[src/rtl/custom_down_ring_counter_pkg.sv]
// Shared types and constants for the programmable down-counting ring counter.
// Holds the state encoding, default width and the all-zero count constant.
package custom_down_ring_counter_pkg;

    localparam int CNT_WIDTH = 8;

    typedef enum logic {
        ST_IDLE = 1'b0,
        ST_RUN  = 1'b1
    } state_t;

    localparam logic [CNT_WIDTH-1:0] CNT_ZERO = {CNT_WIDTH{1'b0}};

endpackage

[src/rtl/custom_down_ring_counter_dec.sv]
// Structural WIDTH-bit subtract-one: a + all-ones, carry-out dropped.
// Ports: a (operand), y (a - 1 modulo 2^WIDTH).
module down_decrement_by_one_module
    import custom_down_ring_counter_pkg::*;
#(
    parameter int WIDTH = CNT_WIDTH
) (
    input  logic [WIDTH-1:0] a,
    output logic [WIDTH-1:0] y
);

    logic [WIDTH-1:0] c;

    assign c[0] = 1'b0;

    // Full adder with b tied to 1: sum = ~(a ^ c), carry = a | c.
    genvar i;
    generate
        for (i = 0; i < WIDTH; i++) begin : g_bit
            assign y[i] = ~(a[i] ^ c[i]);
            if (i < WIDTH - 1) begin : g_carry
                assign c[i+1] = a[i] | c[i];
            end
        end
    endgenerate

endmodule

[src/rtl/custom_down_ring_counter.sv]
// Down-counting ring counter: loads N on start, counts N..0, pulses done.
// Ports: clk, rst (sync, active-high), en, start_i, stop_i, auto_reload_i,
//        i_num_cnt (N), cnt_o (count), busy_o (RUN), done_o (zero pulse).
module custom_down_ring_counter
    import custom_down_ring_counter_pkg::*;
#(
    parameter int WIDTH = CNT_WIDTH
) (
    input  logic             clk,
    input  logic             rst,
    input  logic             en,
    input  logic             start_i,
    input  logic             stop_i,
    input  logic             auto_reload_i,
    input  logic [WIDTH-1:0] i_num_cnt,
    output logic [WIDTH-1:0] cnt_o,
    output logic             busy_o,
    output logic             done_o
);

    state_t           state;
    logic [WIDTH-1:0] cnt;
    logic [WIDTH-1:0] reload_reg;
    logic [WIDTH-1:0] cnt_dec;
    logic             mode_reg;
    logic             cnt_zero;
    logic             run;

    down_decrement_by_one_module #(
        .WIDTH(WIDTH)
    ) u_dec (
        .a(cnt),
        .y(cnt_dec)
    );

    assign cnt_zero = (cnt == {WIDTH{1'b0}});
    assign run      = (state == ST_RUN);

    assign cnt_o  = cnt;
    assign busy_o = run;
    // Deliberately independent of start/stop so a pending zero is never lost.
    assign done_o = run & en & cnt_zero;

    always_ff @(posedge clk) begin
        if (rst) begin
            state      <= ST_IDLE;
            cnt        <= {WIDTH{1'b0}};
            reload_reg <= {WIDTH{1'b0}};
            mode_reg   <= 1'b0;
        end else if (stop_i) begin
            state <= ST_IDLE;
            cnt   <= {WIDTH{1'b0}};
        end else if (start_i) begin
            state      <= ST_RUN;
            cnt        <= i_num_cnt;
            reload_reg <= i_num_cnt;
            mode_reg   <= auto_reload_i;
        end else if (run && en) begin
            if (!cnt_zero) begin
                cnt <= cnt_dec;
            end else if (mode_reg) begin
                cnt <= reload_reg;
            end else begin
                state <= ST_IDLE;
                cnt   <= {WIDTH{1'b0}};
            end
        end
    end

endmodule
[config.mk]
export PLATFORM = sky130hd
export DESIGN_NAME = custom_down_ring_counter
export DESIGN_NICKNAME = d
export VERILOG_FILES = /design/src/rtl/custom_down_ring_counter_pkg.sv /design/src/rtl/custom_down_ring_counter_dec.sv /design/src/rtl/custom_down_ring_counter.sv
export SDC_FILE = /design/constraint.sdc
export NUM_CORES = 1
export LEC_CHECK = 0
export ABC_AREA = 1
export ABC_CLOCK_PERIOD_IN_PS = 5820
export CAP_MARGIN = 10
export CORE_UTILIZATION = 47
export DETAILED_ROUTE_END_ITERATION = 6
export GPL_ROUTABILITY_DRIVEN = 0
export PLACE_DENSITY = 0.83
export SLEW_MARGIN = 5
export SYNTH_ARGS = -nofsm -noshare
export SYNTH_HDL_FRONTEND = slang
export SYNTH_SLANG_ARGS = --single-unit
[constraint.sdc]
create_clock -name clk -period 5.82 [get_ports clk]
set_input_delay 0.873 -clock clk [delete_from_list [all_inputs] [get_ports clk]]
set_output_delay 0.873 -clock clk [all_outputs]
set_load 0.005 [all_outputs]
==> summary.md <==
| Metric | Value |
|---|---|
| Final WL | 2.19 mm |
| Die Wd | 50.3 µm |
| Starting Density | 0.495 |
| DRC viols | 0 |
| Sequential share of the synthesized area | 0.329 |
| Yosys warns | 0 |
| CP max-delay cell | clkdlybuf4s50_1 |
| Hpwl dp | 1.71 mm |
| Initial antenna violation count | 0 |
| Net Sw Power | a little over 0.00008 W |
| Die ar. | 0.00253 mm² |
| Synthesis-to-finish area growth | 24.6% |
| FMAX | around 0.33 GHz |
| Largest net degree at the start of global routing | 11 |
| Syn Nets | 169 |
| Synth Area per Inst | 7.35 µm² |
| Place WS | between 2000 and 3000 ps |
| Mapped Cells | ~150 |
| Distinct cell type count after synthesis | 26 |
| Switching share of power | 0.294 |
| Worst-path cell chain | clkdlybuf4s50_1 > nand2_2 > nor2_1 > clkdlybuf4s50_1 |
| Ys flop type | dfxtp_1 |
| Top delay family on crit path | buffers and inverters |
| Maximum vdd drop | 0.137 mV |
| Die Y | 50.3 µm |
| Post-synth EDFFs | 0 |
| Slew @ Worst Pin | 581 ps |
| Busiest grt layer | met2 |
| Total number of vias | 960 |
| NumNets Final | 193 |
| Synth area leader | dfxtp_1 |
| Clk buf depth | 2 |
| Worst Setup End Kind | output port |
| Number of global-route vias before repair | 892 |
| Worst skew pair latency | 300 ps |
| M1 GR Usage | 0.256 |
| CTS buffer count | 3 |
| GR Overflow Total | 0 |
| Rows | 17 |
| Ratio of cells with drive above 1 in the final layout | 0.128 |
| Worst min path class | reg2reg |
| Met3 Track Usage GR | 0.0182 |
| Worst Path Buf+Inv | 2 |
| I/O pin count | 24 |
| IO buf count | 23 |
| Crit-path max FO | 5 |
| Max-cap violations | 0 |
| TritonCTS clock tree | done |
| Final worst-path cycle share | 0.516 |
| Clock Power Share | 0.283 |
| Worst Path Required | 4950 ps |
| Max-slew violations | 0 |
| Ant diodes | 0 |
| Biggest cell delay along the critical path | 510 ps |
| Placed insts | approximately 200 |
| Hold-fix buffers, CTS | 0 |
| P_leak | 0.560 nW |
| Commonest non-fill, non-tap cell in the layout | nand2_1 |
| First-pass DRT Iterations | 4 |
| Seq cells post-synth | 18 |
| First-pass GRT wire length | 3.82 mm |
| Clock slew at reported path FFs | roughly 110 ps |
| Cells resized by post-CTS repair | 0 |
| Met2 usage | 0.331 |
| Unrepaired setup endpoints after global routing | false |
| Final std cells w/o fill | 200 |
| Logic pwr share | 0.238 |
| Mapped Area | 0.00109 mm² |
| Core Box Area | 0.00221 mm² |
| PnR worst setup slack | roughly 2800 ps |
| PwrDens | 204 mW/mm² |
| Arrival time of the worst setup path | 2130 ps |
| # Post-CTS Setup Buffers | 0 |
| Routed Antenna Nets | 0 |
| Clock sinks | 18 |
| Post-DR vias/cell | 4.80 |
| CTS root buf | clkbuf_4 |
| Yosys top cell area share | 0.329 |
| Setup TNS | 0 ps |
| Most frequent cells in the layout | nand2_1 (47), clkdlybuf4s50_1 (23), inv_1 (18), dfxtp_1 (18), a21oi_1 (15) |
| Sequential power share | 0.479 |
| Internal Pwr Total | 0.000196 W |
| Hold Fails Final Rpt | 0 |
| Max-slew headroom | 0.613 |
| CTS H-tree lvls | 1 |
| Minimum clock period | 3000 ps |
| Outcome | complete, no violations |
| Total global-route track usage | 0.200 |
| CP startpoint kind | input port |
| Ys async rst share | 0 |
| Critical path type | in2out |
| Total Power | around 0.00028 W |
| Initial DRC count | 23 |
| Minimum hold slack | 472 ps |
| Most frequent cell on the critical path | clkdlybuf4s50_1 |
| Synth area leaders | dfxtp_1 (33%), nand2_1 (16%), a21oi_1 (6.9%) |
| Setup-failing EPs final | 0 |
| Wire per inst | 11.0 µm |
| Clk_skew | 1.00 ps |
-- path summary, 6_finish.rpt --
kind / from / slack [ps] / endpoint / depth (start not counted)
max: en / 2820 / done_o / 4
min: reload_reg[7] / 470 / reload_reg[7] / 2
max reg2reg: cnt_o[0] / 3650 / cnt_o[7] / 12
min reg2reg: reload_reg[7] / 470 / reload_reg[7] / 2
-- area by class of cell --
type | count | area, µm²
Multi-Input combinational cell | 105 | 612
Inverter | 22 | 90.1
Clock buffer | 4 | 36.3
Fill cell | 209 | 848
Sequential cell | 18 | 360
Tap cell | 28 | 35.0
Timing Repair Buffer | 23 | 230
-- through the flow --
step	cell area [µm²]	util
after floorplan	1090	-
after global placement	1330	0.600
after detailed placement	1330	0.600
after CTS	1360	0.617
after global routing	1360	0.617
final	1360	0.617
-- routing by layer --
layer / wire length [µm] / part of all wire
met4: 12 / 0.0055
met3: 92 / 0.042
met2: 1040 / 0.47
met1: 1050 / 0.48
met5: 0 / 0
-- kinds of logic (layout without fill, tap and decap cells) --
| family | after synthesis | count (layout) | synth area share |
|---|---|---|---|
| buffers and inverters | 26 | 49 | 0.112 |
| AO/OA/AOI/OAI | 26 | 26 | 0.133 |
| flip-flops | 18 | 18 | 0.329 |
| AND/OR/NAND/NOR | 72 | 72 | 0.350 |
| adder cells (fa/ha/maj) | 6 | 6 | 0.0686 |
| XOR/XNOR | 1 | 1 | 0.00800 |
-- tightest hold or removal path: cells and delay by family (launching register included) --
kind	cells	cell delay, ps
compound gates	1	50
flops	1	320
simple gates	1	60
-- power groups by stage --
stage	Combinational (W)	Sequential, W	Clock (W)
2_1_floorplan	0.0000459	0.000135	0
3_3_place_gp	0.0000648	0.000136	0
3_5_place_dp	0.0000662	0.000136	0
4_1_cts	0.0000668	0.000133	0.0000795
5_1_grt	0.0000748	0.000134	0.0000871
6_report	0.0000662	0.000133	0.0000787
-- synthesized netlist by cell type (2+ instances only) --
cell     count
inv_2        2
buf_6        2
nand2_2      2
nand2_1     47
ha_1         6
buf_2        2
nand3_1      8
a21oi_1     15
o21ai_0      6
dfxtp_1     18
nor2_2       2
inv_1       18
nor2_1       3
nor2_8       3
nand2_4      4
No activity file was read; power rests on OpenSTA's default activity.
